==> src/rtl/ag32gbd_pkg.sv <==
// Shared definitions for the AG32 Game Boy cartridge-bus host: FSM encoding,
// default SRAM chip-select window and the window decode helper.
package ag32gbd_pkg;

  typedef enum logic [2:0] {
    ST_IDLE = 3'd0,
    ST_P0   = 3'd1,
    ST_P1   = 3'd2,
    ST_P2   = 3'd3,
    ST_P3   = 3'd4,
    ST_DONE = 3'd5
  } state_t;

  localparam logic [15:0] CS_LO_DEFAULT = 16'hA000;
  localparam logic [15:0] CS_HI_DEFAULT = 16'hFDFF;

  function automatic logic in_window(input logic [15:0] addr,
                                     input logic [15:0] lo,
                                     input logic [15:0] hi);
    return (addr >= lo) && (addr <= hi);
  endfunction

  function automatic logic is_bus_phase(input state_t s);
    return (s == ST_P0) || (s == ST_P1) || (s == ST_P2) || (s == ST_P3);
  endfunction

endpackage

==> src/rtl/ag32gbd_phase_timer.sv <==
// Quarter-phase down-counter: start loads T_PHASE-1, reloads itself after every
// terminal count while active, clear stops it; last_tick flags the final cycle of a phase.
module ag32gbd_phase_timer #(
  parameter int T_PHASE = 12
) (
  input  logic sys_clock,
  input  logic resetn,
  input  logic start,
  input  logic clear,
  output logic last_tick
);

  localparam int CW = (T_PHASE > 1) ? $clog2(T_PHASE) : 1;
  localparam logic [CW-1:0] LOAD = CW'(T_PHASE - 1);

  logic [CW-1:0] count;
  logic          active;

  always_ff @(posedge sys_clock or negedge resetn) begin
    if (!resetn) begin
      count  <= '0;
      active <= 1'b0;
    end else if (clear) begin
      count  <= '0;
      active <= 1'b0;
    end else if (start || (active && (count == '0))) begin
      count  <= LOAD;
      active <= 1'b1;
    end else if (active) begin
      count  <= count - CW'(1);
    end
  end

  assign last_tick = active && (count == '0);

endmodule

==> src/rtl/ag32gbd_cart_host.sv <==
// Game Boy cartridge-bus initiator: one command -> one four-phase bus cycle.
// Optional macro CART_HOST_CLK_OUT_EN enables the phi-style Cart_CLK pulse.
module ag32gbd_cart_host
  import ag32gbd_pkg::*;
#(
  parameter int          T_PHASE = 12,
  parameter logic [15:0] CS_LO   = CS_LO_DEFAULT,
  parameter logic [15:0] CS_HI   = CS_HI_DEFAULT
) (
  input  logic        sys_clock,
  input  logic        resetn,
  input  logic        cmd_valid,
  output logic        cmd_ready,
  input  logic        cmd_write,
  input  logic [15:0] cmd_addr,
  input  logic [7:0]  cmd_wdata,
  output logic        rsp_valid,
  output logic [7:0]  rsp_rdata,
  output logic [15:0] Cart_a,
  output logic [7:0]  Cart_d_out,
  output logic        Cart_d_oe,
  input  logic [7:0]  Cart_d_in,
  output logic        Cart_nRD,
  output logic        Cart_nWR,
  output logic        Cart_nCS,
  output logic        Cart_CLK
);

  state_t      state, state_next;
  logic        ready_en;
  logic        accept;
  logic        last_tick;
  logic        busy_next;

  logic        wr_reg;
  logic        hit_reg;
  logic [7:0]  wdata_reg;
  logic [15:0] addr_reg;
  logic [7:0]  rdata_reg;

  logic        wr_eff, hit_eff;
  logic [7:0]  wdata_eff;

  logic        ncs_next, nrd_next, nwr_next, oe_next;
  logic [7:0]  dout_next;
  logic        ncs_reg, nrd_reg, nwr_reg, oe_reg;
  logic [7:0]  dout_reg;

  assign cmd_ready = ready_en && (state == ST_IDLE);
  assign accept    = cmd_valid && cmd_ready;
  assign rsp_valid = (state == ST_DONE);
  assign rsp_rdata = rdata_reg;
  assign Cart_a    = addr_reg;

  always_ff @(posedge sys_clock or negedge resetn) begin
    if (!resetn) begin
      state    <= ST_IDLE;
      ready_en <= 1'b0;
    end else begin
      state    <= state_next;
      ready_en <= 1'b1;
    end
  end

  always_comb begin
    state_next = state;
    case (state)
      ST_IDLE: if (accept)    state_next = ST_P0;
      ST_P0:   if (last_tick) state_next = ST_P1;
      ST_P1:   if (last_tick) state_next = ST_P2;
      ST_P2:   if (last_tick) state_next = ST_P3;
      ST_P3:   if (last_tick) state_next = ST_DONE;
      ST_DONE: state_next = ST_IDLE;
      default: state_next = ST_IDLE;
    endcase
  end

  assign busy_next = is_bus_phase(state_next);

  ag32gbd_phase_timer #(
    .T_PHASE (T_PHASE)
  ) u_timer (
    .sys_clock (sys_clock),
    .resetn    (resetn),
    .start     (accept),
    .clear     (!busy_next),
    .last_tick (last_tick)
  );

  always_ff @(posedge sys_clock or negedge resetn) begin
    if (!resetn) begin
      wr_reg    <= 1'b0;
      hit_reg   <= 1'b0;
      wdata_reg <= '0;
      addr_reg  <= '0;
    end else if (accept) begin
      wr_reg    <= cmd_write;
      hit_reg   <= in_window(cmd_addr, CS_LO, CS_HI);
      wdata_reg <= cmd_wdata;
      addr_reg  <= cmd_addr;
    end
  end

  // Writes report zero so a stale read byte is never mistaken for fresh data.
  always_ff @(posedge sys_clock or negedge resetn) begin
    if (!resetn) begin
      rdata_reg <= '0;
    end else if ((state == ST_P3) && last_tick) begin
      rdata_reg <= wr_reg ? 8'h00 : Cart_d_in;
    end
  end

  // Pins are decoded from the next state and registered, so they line up with
  // the FSM and stay glitch-free on the cartridge connector.
  assign wr_eff    = accept ? cmd_write : wr_reg;
  assign hit_eff   = accept ? in_window(cmd_addr, CS_LO, CS_HI) : hit_reg;
  assign wdata_eff = accept ? cmd_wdata : wdata_reg;

  always_comb begin
    ncs_next  = 1'b1;
    nrd_next  = 1'b1;
    nwr_next  = 1'b1;
    oe_next   = 1'b0;
    dout_next = 8'h00;
    if (busy_next) begin
      ncs_next = !hit_eff;
    end
    if ((state_next == ST_P1) || (state_next == ST_P2) || (state_next == ST_P3)) begin
      if (wr_eff) begin
        oe_next   = 1'b1;
        dout_next = wdata_eff;
      end else begin
        nrd_next  = 1'b0;
      end
    end
    if ((state_next == ST_P2) && wr_eff) begin
      nwr_next = 1'b0;
    end
  end

  always_ff @(posedge sys_clock or negedge resetn) begin
    if (!resetn) begin
      ncs_reg  <= 1'b1;
      nrd_reg  <= 1'b1;
      nwr_reg  <= 1'b1;
      oe_reg   <= 1'b0;
      dout_reg <= '0;
    end else begin
      ncs_reg  <= ncs_next;
      nrd_reg  <= nrd_next;
      nwr_reg  <= nwr_next;
      oe_reg   <= oe_next;
      dout_reg <= dout_next;
    end
  end

  assign Cart_nCS   = ncs_reg;
  assign Cart_nRD   = nrd_reg;
  assign Cart_nWR   = nwr_reg;
  assign Cart_d_oe  = oe_reg;
  assign Cart_d_out = dout_reg;

`ifdef CART_HOST_CLK_OUT_EN
  // One high pulse per bus cycle covering the first half (P0, P1).
  logic clk_reg;

  always_ff @(posedge sys_clock or negedge resetn) begin
    if (!resetn) begin
      clk_reg <= 1'b0;
    end else begin
      clk_reg <= (state_next == ST_P0) || (state_next == ST_P1);
    end
  end

  assign Cart_CLK = clk_reg;
`else
  assign Cart_CLK = 1'b0;
`endif

endmodule

==> config.mk <==
export PLATFORM = sky130hd
export DESIGN_NAME = ag32gbd_cart_host
export DESIGN_NICKNAME = d
export VERILOG_FILES = /design/src/rtl/ag32gbd_pkg.sv /design/src/rtl/ag32gbd_phase_timer.sv /design/src/rtl/ag32gbd_cart_host.sv
export SDC_FILE = /design/constraint.sdc
export NUM_CORES = 1
export LEC_CHECK = 0
export CORE_ASPECT_RATIO = 0.8
export CORE_UTILIZATION = 35
export DETAILED_ROUTE_END_ITERATION = 7
export PLACE_DENSITY_LB_ADDON = 0.15
export SYNTH_ARGS = -nofsm -noshare
export SYNTH_HDL_FRONTEND = slang
export SYNTH_SLANG_ARGS = --single-unit
==> constraint.sdc <==
create_clock -name sys_clock -period 2.3 [get_ports sys_clock]
set_input_delay 0.23 -clock sys_clock [delete_from_list [all_inputs] [get_ports sys_clock]]
set_output_delay 0.23 -clock sys_clock [all_outputs]
set_load 0.01 [all_outputs]
[Yosys cells after proc, flatten, opt, wreduce, memory -nomap -nowiden]
Index checks and enable logic that the tools add are counted.
Word-level totals
  register bits after elaboration: 55
Cells by class
  eq/ne operators: 11
  $add $sub $neg: 1
  $lt $le $gt $ge: 2
  multiplexer cells: 22
  reduce and logical (&&, ||, !) cells: 15
Operator list (number)
  2-to-1 mux 8 bit: 4
  >= comparator 16 bit, second input constant: 1
  less-or-equal comparator 16 bit, second input constant: 1
  2-to-1 mux 3 bit: 5
  case mux 3 bit (5 select lines): 1
  equality test 3 x 2 -> 1 bit, second input constant: 4
  2-to-1 mux 4 bit: 3
  equality test 3 bit, second input constant: 3
  2-to-1 mux 1 bit: 9
  equality test 3 x 1 -> 1 bit, second input constant: 2
  logical AND 1 bit: 6
  logical OR 1 bit: 6
  logical NOT 4 bit: 1
  subtractor 4 x 1 -> 4 bit, second input constant: 1
  logical NOT 3 bit: 1
  != test 3 x 1 -> 1 bit, second input constant: 1
  != test 2 x 1 -> 1 bit, second input constant: 1
  logical NOT 1 bit: 1

[Logic depth before layout (Yosys ltp)]
Gate-level depths: netlist of the first run.
  depth in word-level cells: 10
  depth in mapped cells: 8

[Modules after synthesis]
From an unflattened synthesis of the first run, not the netlist that was laid out.
Second synthesis, totals
  cell total of the unflattened synthesis: 249
  area, all modules: 2353.5 um^2
By module, submodules not included
  ag32gbd_cart_host: instances 1, cells each 226, area an instance 2097.0 um^2
  ag32gbd_phase_timer: instances 1, cells each 23, area an instance 256.5 um^2

[Least setup slack after synthesis of the first run]
OpenSTA, ideal clock, no wires.
  kind: flip-flop to flip-flop
  start: register state[0]
  end: register dout_reg[2], in the netlist Cart_d_out[2]
  cell stages (with the launch flop): 6
  required time: 2180 ps
  setup time: 120 ps
  data arrival time: 1603 ps
  buffers on the path: 1
  slack: 577 ps
  cells stage by stage: dfrtp_1 nor4b_4 nand2_2 buf_6 mux2_4 and3_1
On the way
  elaborated cells between the ends (all ways): 22
  those cells by class: 7 x eq/ne; 10 x mux; 5 x reduce/logical
RTL lines
  start, declared: RTL line ag32gbd_cart_host.sv:29  | state_t state, state_next;
  start signal, assigned: RTL line ag32gbd_cart_host.sv:60  | state <= state_next;
  logical NOT 3 bit: RTL line ag32gbd_cart_host.sv:49  | assign cmd_ready = ready_en && (state == ST_IDLE);
  logical AND 1 bit: RTL line ag32gbd_cart_host.sv:49
  via cmd_ready: RTL line ag32gbd_cart_host.sv:13  | output logic cmd_ready,
  logical AND 1 bit: RTL line ag32gbd_cart_host.sv:50  | assign accept = cmd_valid && cmd_ready;
  2-to-1 mux 8 bit
  via wdata_eff[2]: RTL line ag32gbd_cart_host.sv:42  | logic [7:0] wdata_eff;
  2-to-1 mux 8 bit: RTL line ag32gbd_cart_host.sv:129  | if (wr_eff) begin
  2-to-1 mux 8 bit: RTL line ag32gbd_cart_host.sv:128  | if ((state_next == ST_P1) || (state_next == ST_P2) || (state_next == ST_P3)) begin
  via dout_next[2]: RTL line ag32gbd_cart_host.sv:45  | logic [7:0] dout_next;
  end signal, assigned: RTL line ag32gbd_cart_host.sv:153  | dout_reg <= dout_next;
  end, declared: RTL line ag32gbd_cart_host.sv:47  | logic [7:0] dout_reg;
The timed path passes the listed nets, and every way through them passes these cells.
A chain may end at the register's enable or synchronous reset.

[Worst setup path in the final report of the first run]
  start: register state[0]
  end: output port cmd_ready
On the way
  word-level cells in the longest chain between the ends: 2
RTL lines (RTL line)
  logical NOT 3 bit: ag32gbd_cart_host.sv:49
  logical AND 1 bit: ag32gbd_cart_host.sv:49
  end, declared: ag32gbd_cart_host.sv:13
Every way passes these cells.

==> summary.md, run 1 <==
| Metric | Value |
|---|---|
| FP Rows | `26` |
| Clock buffer count from CTS | `5` |
| RePlAce Congestion | `0.8101` |
| Worst reg-to-reg setup slack | `410 ps` |
| Most frequent cells in the layout | `clkdlybuf4s50_1, dfrtp_1, mux2_2` |
| Area occupied by multi-input gates | `approximately 850 um^2` |
| Post-route minimum period | `2022 ps` |
| Post-CTS Hold Buffers | `1` |
| FF+latch area | `approximately 1400 um^2` |
| Capturing point of the worst reg2reg path | `Cart_d_out[3]` |
| Status | `finished, final reports clean` |
| Leak | `~1.5 nW` |
| Sequential fraction of the synthesis area | `0.5972` |
| GRT overflow | `0` |
| Clk slew on worst S/H paths | `90 ps` |
| Setup repair bufs after CTS | `0` |
| Slew @ Worst Pin | `649.5 ps` |
| I/O Buffers | `73` |
| Hold/Removal Path Class | `in -> async` |
| Post-route setup TNS | `0 ps` |
| Vias in the first global route | `1543` |
| CTS max path bufs | `2` |
| Die X | `92.85 um` |
| YS warnings | `0` |
| Commonest non-fill, non-tap cell in the layout | `clkdlybuf4s50_1` |
| Data arrival, critical path | `1790 ps` |
| Max reg flops | `16` |
| P&R area growth vs syn | `39.90%` |
| Synthesized instance count | `178` |
| # fillers | `586` |
| Final #Nets | `292` |
| CTS tree | `yes` |
| R2r worst-path depth | `5` |
| Pwr dens | `534.9 nW/um^2` |
| GRT Util Overall | `0.1433` |
| FMAX | `494.6 MHz` |
| CP Launch Type | `register` |
| Met2 Wirelength | `1943 um` |
| Ys async rst share | `1.000` |
| I/O pin count | `between 70 and 80` |
| Final setup viols | `0` |
| Router iterations before antenna repair | `4` |
| Worst hold slack | `477.6 ps` |
| Top fanout value on the critical path | `7` |
| Ys flop type | `dfrtp_1` |
| Flops & latches, synth | `55` |
| H-tree Lvls | `2` |
| # DRC | `0` |
| Max layer used | `met4` |
| First-pass GRT wire length | `7472 um` |
| Cts repair resizes | `0` |
| Top post-synthesis cells by area | `dfrtp_1, mux2_2, dfstp_2` |
| Routed metal-1 wire length | `2347 um` |
| Die Height | `74.68 um` |
| CP endpoint kind | `output pin` |
| Largest area contributor in the netlist | `dfrtp_1` |
| Initial Util | `0.3624` |
| Synth top area share | `0.5631` |
| Avg WL per Cell | `13.97 um` |
| R2R Path Start | `state[0]` |
| Synthesized area per cell | `12.98 um^2` |
| Routed length on met3 | `386 um` |
| Syn Nets | `216` |
| Pin count of the biggest net entering global routing | `31` |
| Peak VDD IR | `251.2 uV` |
| Layout cells sized above 1 | `0.1804` |
| Post-DP HPWL | `3321 um` |
| # clock sinks | `55` |
| Full die area | `6934 um^2` |
| Root Buffer | `clkbuf_8` |
| Final ANT Viol Nets | `0` |
| Max_slew headroom | `0.5670` |
| Post-Syn Area | `about 2300 um^2` |
| Max cap viols | `0` |
| Post-synth EDFFs | `0` |
| Drt total wl | `4736 um` |
| Core ar. | `6376 um^2` |
| Required time worst endpoint | `just over 2000 ps` |
| Max Slew Vio Count | `0` |
| Via count | `1604` |
| Ant. Diodes | `0` |
| Initial drt markers | `55` |
| Setup Skew | `4.478 ps` |
| Worst-Skew Late Latency | `310 ps` |
| WS Path Type | `reg -> out` |
| Unique masters post-synth | `40` |
| Tcrit/Tclk final | `0.8790` |
| Final hold viol count | `0` |
| Unrepaired setup endpoints after global routing | `no` |
| Avg Vias per Cell | `4.732` |
| Initial antenna violation count | `0` |
## where the power goes
group	switching (mW)	internal, mW
logic	0.0650	0.103
clock network	0.306	0.274
registers	0.00390	0.977
## cell families (layout without fill, tap and decap cells)
| logic type | Yosys count | count (layout) | synth area share |
|---|---|---|---|
| XOR/XNOR | 1 | 1 | 0.003791 |
| adder cells (fa/ha/maj) | 2 | 2 | 0.01083 |
| buffers and inverters | 13 | 90 | 0.03627 |
| other | 2 | 2 | 0.003250 |
| AO/OA/AOI/OAI | 27 | 27 | 0.07364 |
| multiplexers | 27 | 27 | 0.1391 |
| AND/OR/NAND/NOR | 51 | 51 | 0.1359 |
| flip-flops | 55 | 55 | 0.5972 |
## stage by stage
| stage | std cells | power [mW] | utilization | area [um^2] | worst slack [ps] |
|---|---|---|---|---|---|
| 3_3_place_gp | 330 | 1.169 | 0.4892 | 3119 | 422.2 |
| 6_report | 339 | 1.729 | 0.5071 | 3233 | 278.3 |
| 2_1_floorplan | 178 | 1.064 | - | 2311 | 577.5 |
| 3_5_place_dp | 330 | 1.170 | 0.4892 | 3119 | 416.8 |
| 4_1_cts | 339 | 1.758 | 0.5071 | 3233 | 270.0 |
| 5_1_grt | 339 | 1.811 | 0.5071 | 3233 | 200.3 |
## final cells by class
class | count | area share
Clock buffer | 7 | 0.02980
Clock inverter | 1 | 0.002322
Inverter | 3 | 0.003483
Multi-Input combinational cell | 110 | 0.2620
Sequential cell | 55 | 0.4269
Tap cell | 84 | 0.03251
Timing Repair Buffer | 79 | 0.2430
## how the worst max path moves through the flow
stage / from / end / depth (start not counted)
2_1_floorplan: state[0] / Cart_d_out[2] / 5
3_3_place_gp: state[0] / Cart_d_out[3] / 5
3_5_place_dp: state[0] / Cart_d_out[4] / 5
4_1_cts: state[0] / cmd_ready / 2
5_1_grt: state[1] / cmd_ready / 2
6_report: state[0] / cmd_ready / 2
## synth_stat cells (all sizes together), types with 2 or more instances
master / count
a22o: 2
nand2b: 10
o21ai: 12
inv: 3
clkbuf: 5
and3: 8
a31oi: 2
nand2: 11
buf: 5
dfstp: 3
or3: 3
mux2: 26
nor2b: 2
nor2: 2
nand3: 7
a21oi: 3
ha: 2
conb: 2
nor3b: 2
dfrtp: 52
## critical path, stage by stage, from the launching register on
cell and delay, ps:
dfrtp_1 480, nor4b_4 410, clkdlybuf4s50_1 600
## routing by layer
metal | up-vias | global-route usage
met1 | 763 | 0.2014
met3 | 8 | 0.04848
li1 | 773 | -
met5 | - | 0
met4 | 0 | 0.05128
met2 | 60 | 0.2075
No activity file was read; power rests on OpenSTA's default activity.
==> inputs of run 2 (changes only) <==
Settings changed: SKIP_LAST_GASP from default to 1, SYNTH_HIERARCHICAL from default to 1.
==> summary.md, run 2 <==
| Metric | Value |
|---|---|
| Status | `finished, final reports clean` |
| Sequential fraction of the synthesis area | `0.5864 (-0.01079)` |
| Post-synth EDFFs | `0 (unchanged)` |
| Final hold viol count | `0 (unchanged)` |
| Unique masters post-synth | `36 (-10%)` |
| Top fanout value on the critical path | `9 (+2)` |
| CP max-delay cell | `clkdlybuf4s50_1` |
| Worst-Skew Late Latency | `300 ps (about the same)` |
| Full die area | `7058 um^2 (+1.8%)` |
| Tcrit/Tclk final | `0.8818 (+0.002856)` |
| Worst hold slack | `29.43 ps (-448.1 ps)` |
| Die X | `93.68 um (+0.89%)` |
| CP endpoint kind | `output pin` |
| Max stage delay on crit path | `540 ps (-60 ps)` |
| Post-CTS Hold Buffers | `0 (-1)` |
| Util after Layout | `0.5016 (-0.005510)` |
| Most frequent cells in the layout | `nand2_1, clkdlybuf4s50_1, dfrtp_1` |
| Initial Util | `0.3654 (+0.002943)` |
| Commonest non-fill, non-tap cell in the layout | `nand2_1` |
| # clock sinks | `55 (unchanged)` |
| Top cells by instance count after synthesis | `nand2_1, dfrtp_1, nand3_1` |
| Post-DP Area | `3136 um^2 (+0.52%)` |
| I/O Buffers | `73 (unchanged)` |
| CTS max path bufs | `2 (unchanged)` |
| CP Launch Type | `register` |
| Required time worst endpoint | `2070 ps (about the same)` |
| Post-route setup TNS | `0 ps (unchanged)` |
| Core ar. | `6441 um^2 (+1.0%)` |
| Post-route minimum period | `2028 ps (+6.568 ps)` |
| H-tree Lvls | `2 (unchanged)` |
| Synthesized instance count | `249 (+40%)` |
| Clock buffer count from CTS | `5 (unchanged)` |
| Vias in the first global route | `1667 (+8.0%)` |
| Unrepaired setup endpoints after global routing | `no` |
| Initial drt markers | `70 (+27%)` |
| Ys async rst share | `1.000 (unchanged)` |
| Layout cells sized above 1 | `0.07788 (-0.1025)` |
| Top post-synthesis cells by area | `dfrtp_1, nand2_1, nand3_1` |
| # DRC | `0 (unchanged)` |
| Max Slew Vio Count | `0 (unchanged)` |
| Peak VDD IR | `327.0 uV (+30%)` |
| GRT overflow | `0 (unchanged)` |
| Final #Nets | `357 (+22%)` |
| # fillers | `613 (+4.6%)` |
| WS Path Type | `reg -> out` |
| RePlAce Congestion | `0.8311 (+2.6%)` |
| Root Buffer | `clkbuf_8` |
| Post-Syn Area | `2354 um^2 (+1.8%)` |
| Max cap viols | `0 (unchanged)` |
| Max reg flops | `16 (unchanged)` |
| GRT Util Overall | `0.1560 (+0.01271)` |
| Clk slew on worst S/H paths | `100 ps (about the same)` |
| Post-DP HPWL | `3496 um (+5.3%)` |
| Final worst slack | `271.8 ps (-6.568 ps)` |
| Final ANT Viol Nets | `0 (unchanged)` |
| Leak | `1.476 nW (-2.8%)` |
| Slew @ Worst Pin | `692.8 ps (+43.36 ps)` |
| Area occupied by multi-input gates | `860.8 um^2 (+1.6%)` |
| Hold/Removal Path Class | `in -> async` |
| Syn Nets | `286 (+32%)` |
| P&R area growth vs syn | `37.27%` |
| Router iterations before antenna repair | `4 (unchanged)` |
| Initial antenna violation count | `0 (unchanged)` |
| Worst-path cell chain | `nor3_1, and2_1, clkdlybuf4s50_1` |
| CTS tree | `yes` |
| Avg Vias per Cell | `4.563 (-3.6%)` |
| Final instance area | `3231 um^2 (about the same)` |
| Via count | `1848 (+15%)` |
| Ant. Diodes | `0 (unchanged)` |
| Most common cell in the netlist | `nand2_1` |
| Pwr dens | `1019 nW/um^2 (+91%)` |
| Largest area contributor in the netlist | `dfrtp_1` |
| FMAX | `493.0 MHz (-0.32%)` |
| Pin count of the biggest net entering global routing | `56 (+81%)` |
| Die Height | `75.35 um (+0.89%)` |
| Setup repair bufs after CTS | `0 (unchanged)` |
| Cts repair resizes | `0 (unchanged)` |
| Data arrival, critical path | `1800 ps (about the same)` |
| Final setup viols | `0 (unchanged)` |
| First-pass GRT wire length | `8300 um (+11%)` |
| Pre-CTS WS | `435.3 ps (+18.49 ps)` |
| FP Rows | `26 (unchanged)` |
| Ys flop type | `dfrtp_1` |
| Setup Skew | `10.97 ps (+6.487 ps)` |
| Synth top area share | `0.5529 (-0.01018)` |
| FF+latch area | `1380 um^2 (unchanged)` |
| I/O pin count | `75 (unchanged)` |
| YS warnings | `6 (+6)` |
| Flops & latches, synth | `55 (unchanged)` |
| Synthesized area per cell | `9.452 um^2 (-27%)` |
| Avg WL per Cell | `12.73 um (-8.9%)` |
| Max_slew headroom | `0.5381 (-0.02891)` |
| Drt total wl | `5156 um (+8.9%)` |
-- run 2: kinds of logic (layout without fill, tap and decap cells) --
family | Yosys count | after routing | share of synthesized area
compound gates | 31 | 31 | 0.07231
xor+xnor | 5 | 5 | 0.01861
fa+ha+maj | 1 | 1 | 0.005315
buf+inv | 20 | 92 | 0.04784
flops | 55 | 55 | 0.5864
mux | 2 | 2 | 0.009038
other cells | 2 | 2 | 0.003191
simple gates | 133 | 133 | 0.2573
-- run 2: layer usage --
layer  GRT usage  wire length (um)
met4     0.04103                37
met2      0.2182              2026
met3     0.04391               417
met1      0.2367              2675
met5           0                 0
-- run 2: final timing paths --
path / from / to / slack (ps) / cells after the start
worst min register to register: wdata_reg[4] / wdata_reg[4] / 480 / 2
worst max register to register: u_timer/count[0] / rsp_rdata[5] / 440 / 7
worst min-delay path: resetn / Cart_a[0] / 30 / 2
max in group asynchronous: resetn / u_timer/count[0] / 1780 / 2
min in group sys_clock: cmd_addr[8] / Cart_a[8] / 450 / 3
worst max-delay path: state[1] / cmd_ready / 270 / 3
-- run 2: through the flow --
stage	cells	total power, mW
2_1_floorplan	249	2.165
3_3_place_gp	397	2.750
3_5_place_dp	397	2.768
4_1_cts	405	3.334
5_1_grt	405	3.542
6_report	405	3.292
-- run 2: area by class of cell --
class / instances / area share
tap: 84 / 0.03253
clock buffer: 7 / 0.02672
clock inverter: 1 / 0.002711
timing repair buffer: 79 / 0.2386
multi-input combinational: 174 / 0.2665
sequential: 55 / 0.4272
inverter: 5 / 0.005809
-- run 2: critical path, delay by kind of cell (launching register included) --
family | cells | cell delay [ps]
buffers and inverters | 1 | 540
and+or+nand+nor | 2 | 470
DFF | 1 | 480
-- run 2: report_power, final --
group	total, mW	internal [mW]	switching, mW
clock network	0.556	0.248	0.308
registers	1.55	1.30	0.242
logic	1.19	0.654	0.538
==> inputs of run 3 (changes only) <==
Settings changed: DONT_BUFFER_PORTS from default to 1.
==> summary.md, run 3 (synthesis gave the netlist of run 2 again) <==
| Metric | Value |
|---|---|
| H-tree Lvls | `2 (unchanged)` |
| Die X | `93.68 um (unchanged)` |
| DP Cell Count | `323 (-19%)` |
| Max cap viols | `0 (unchanged)` |
| Post-DP HPWL | `3252 um (-7.0%)` |
| Avg Vias per Cell | `4.853 (+6.4%)` |
| Max Slew Vio Count | `0 (unchanged)` |
| Tcrit/Tclk final | `0.7983 (-0.08353)` |
| Router iterations before antenna repair | `3 (-1)` |
| Pwr dens | `1147 nW/um^2 (+13%)` |
| CTS tree | `yes` |
| Crit-path most repeated cell | `inv_1` |
| Clock buffer count from CTS | `5 (unchanged)` |
| Most frequent cells in the layout | `nand2_1, dfrtp_1, nand3_1` |
| # clock sinks | `55 (unchanged)` |
| Clk slew on worst S/H paths | `110 ps (about the same)` |
| I/O pin count | `75 (unchanged)` |
| P&R area growth vs syn | `7.709%` |
| Data arrival, critical path | `2030 ps (+230 ps)` |
| I/O Buffers | `0 (-100%)` |
| Drt total wl | `4999 um (-3.0%)` |
| Leak | `1.205 nW (-18%)` |
| Top fanout value on the critical path | `16 (+7)` |
| Via count | `1616 (-13%)` |
| Final #Nets | `285 (-20%)` |
| # DRC | `0 (unchanged)` |
| Pin count of the biggest net entering global routing | `56 (unchanged)` |
| Commonest non-fill, non-tap cell in the layout | `nand2_1` |
| Non-Filler Instances | `333 (-18%)` |
| CTS max path bufs | `2 (unchanged)` |
| Status | `finished, final reports clean` |
| Full die area | `7058 um^2 (unchanged)` |
| Setup crit start | `u_timer/count[0]` |
| GRT Util Overall | `0.1441 (-0.01189)` |
| CP Launch Type | `register` |
| Final setup viols | `0 (unchanged)` |
| Core ar. | `6441 um^2 (unchanged)` |
| Worst-path cell chain | `inv_1, ha_1, and4bb_2, inv_1, or2_1, nand2_1, o21ai_2` |
| Initial drt markers | `49 (-30%)` |
| Initial antenna violation count | `0 (unchanged)` |
| Root Buffer | `clkbuf_8` |
| Worst hold slack | `17.94 ps (-11.49 ps)` |
| Final ANT Viol Nets | `0 (unchanged)` |
| # fillers | `633 (+3.3%)` |
| Peak VDD IR | `405.0 uV (+24%)` |
| CP bufs+invs | `2 (+1)` |
| Unrepaired setup endpoints after global routing | `no` |
| Die Height | `75.35 um (unchanged)` |
| GRT overflow | `0 (unchanged)` |
| Post-route setup TNS | `0 ps (unchanged)` |
| Layout cells sized above 1 | `0.09639 (+0.01850)` |
| FP Rows | `26 (unchanged)` |
| Max_slew headroom | `0.6542 (+0.1161)` |
| First-pass GRT wire length | `7741 um (-6.7%)` |
| Initial Util | `0.3654 (unchanged)` |
| Final hold viol count | `0 (unchanged)` |
| Slew @ Worst Pin | `518.6 ps (-174.2 ps)` |
| Setup Skew | `15.96 ps (+4.994 ps)` |
| Min-delay src | `cmd_addr[6]` |
| Max stage delay on crit path | `440 ps (-100 ps)` |
| Worst-Skew Late Latency | `310 ps (about the same)` |
| Required time worst endpoint | `2500 ps (+430 ps)` |
| RePlAce Congestion | `0.7387 (-11%)` |
| Crit-path leading delay family | `simple AND/OR/NAND/NOR gates` |
| WS Path Type | `reg -> reg` |
| Avg WL per Cell | `15.01 um (+18%)` |
| Hold/Removal Path Class | `in -> reg` |
| FMAX | `544.6 MHz (+10%)` |
| Ant. Diodes | `0 (unchanged)` |
| R2R Path Start | `u_timer/count[0]` |
| CP endpoint kind | `register` |
| Vias in the first global route | `1546 (-7.3%)` |
| Post-route minimum period | `1836 ps (-192.1 ps)` |
| CP max-delay cell | `dfrtp_1` |
| Max reg flops | `16 (unchanged)` |
-- run 3: per-layer routing --
metal	GRT usage	up-vias	routed length, um
met1	0.1938	764	2377
met5	0	-	0
li1	-	793	-
met3	0.05689	5	442
met4	0.04103	0	36
met2	0.2174	54	2143
-- run 3: power breakdown --
group | switching (mW) | internal [mW]
logic | 0.395 | 0.306
clock network | 0.322 | 0.248
registers | 0.328 | 1.31
-- run 3: final cells by class --
class                           count  area (um^2)  share of cell area
Clock inverter                      1        8.758            0.003455
Timing Repair Buffer                7        75.07             0.02962
Sequential cell                    55         1380              0.5444
Tap cell                           84        105.1             0.04146
Inverter                            5        18.77            0.007404
Clock buffer                        7        86.33             0.03406
Multi-Input combinational cell    174        860.8              0.3396
-- run 3: metrics by stage --
| step | instance area [um^2] | util | setup WS, ps | total power, mW |
|---|---|---|---|---|
| after CTS | 2535 | 0.3936 | 430.9 | 2.955 |
| after detailed placement | 2402 | 0.3730 | 426.9 | 2.350 |
| final | 2535 | 0.3936 | 463.9 | 2.907 |
| after floorplan | 2354 | - | 440.6 | 2.165 |
| after global routing | 2535 | 0.3936 | 270.5 | 3.149 |
| after global placement | 2402 | 0.3730 | 468.0 | 2.334 |
-- run 3: what timing repair did --
item,CTS,global route
hold buffers,2,0
resized for setup,0,0
buffers inserted,0,0
hold endpoints to repair,55,0
-- run 3: path summary, 6_finish.rpt --
path / to / slack, ps / cells after the start
setup / recovery: rsp_rdata[5] / 460 / 7
hold / removal: Cart_a[6] / 20 / 2
setup reg to reg: rsp_rdata[5] / 460 / 7
hold reg to reg: wdata_reg[2] / 490 / 2
max in group asynchronous: Cart_nCS / 1580 / 2
min in group asynchronous: Cart_a[11] / 440 / 2
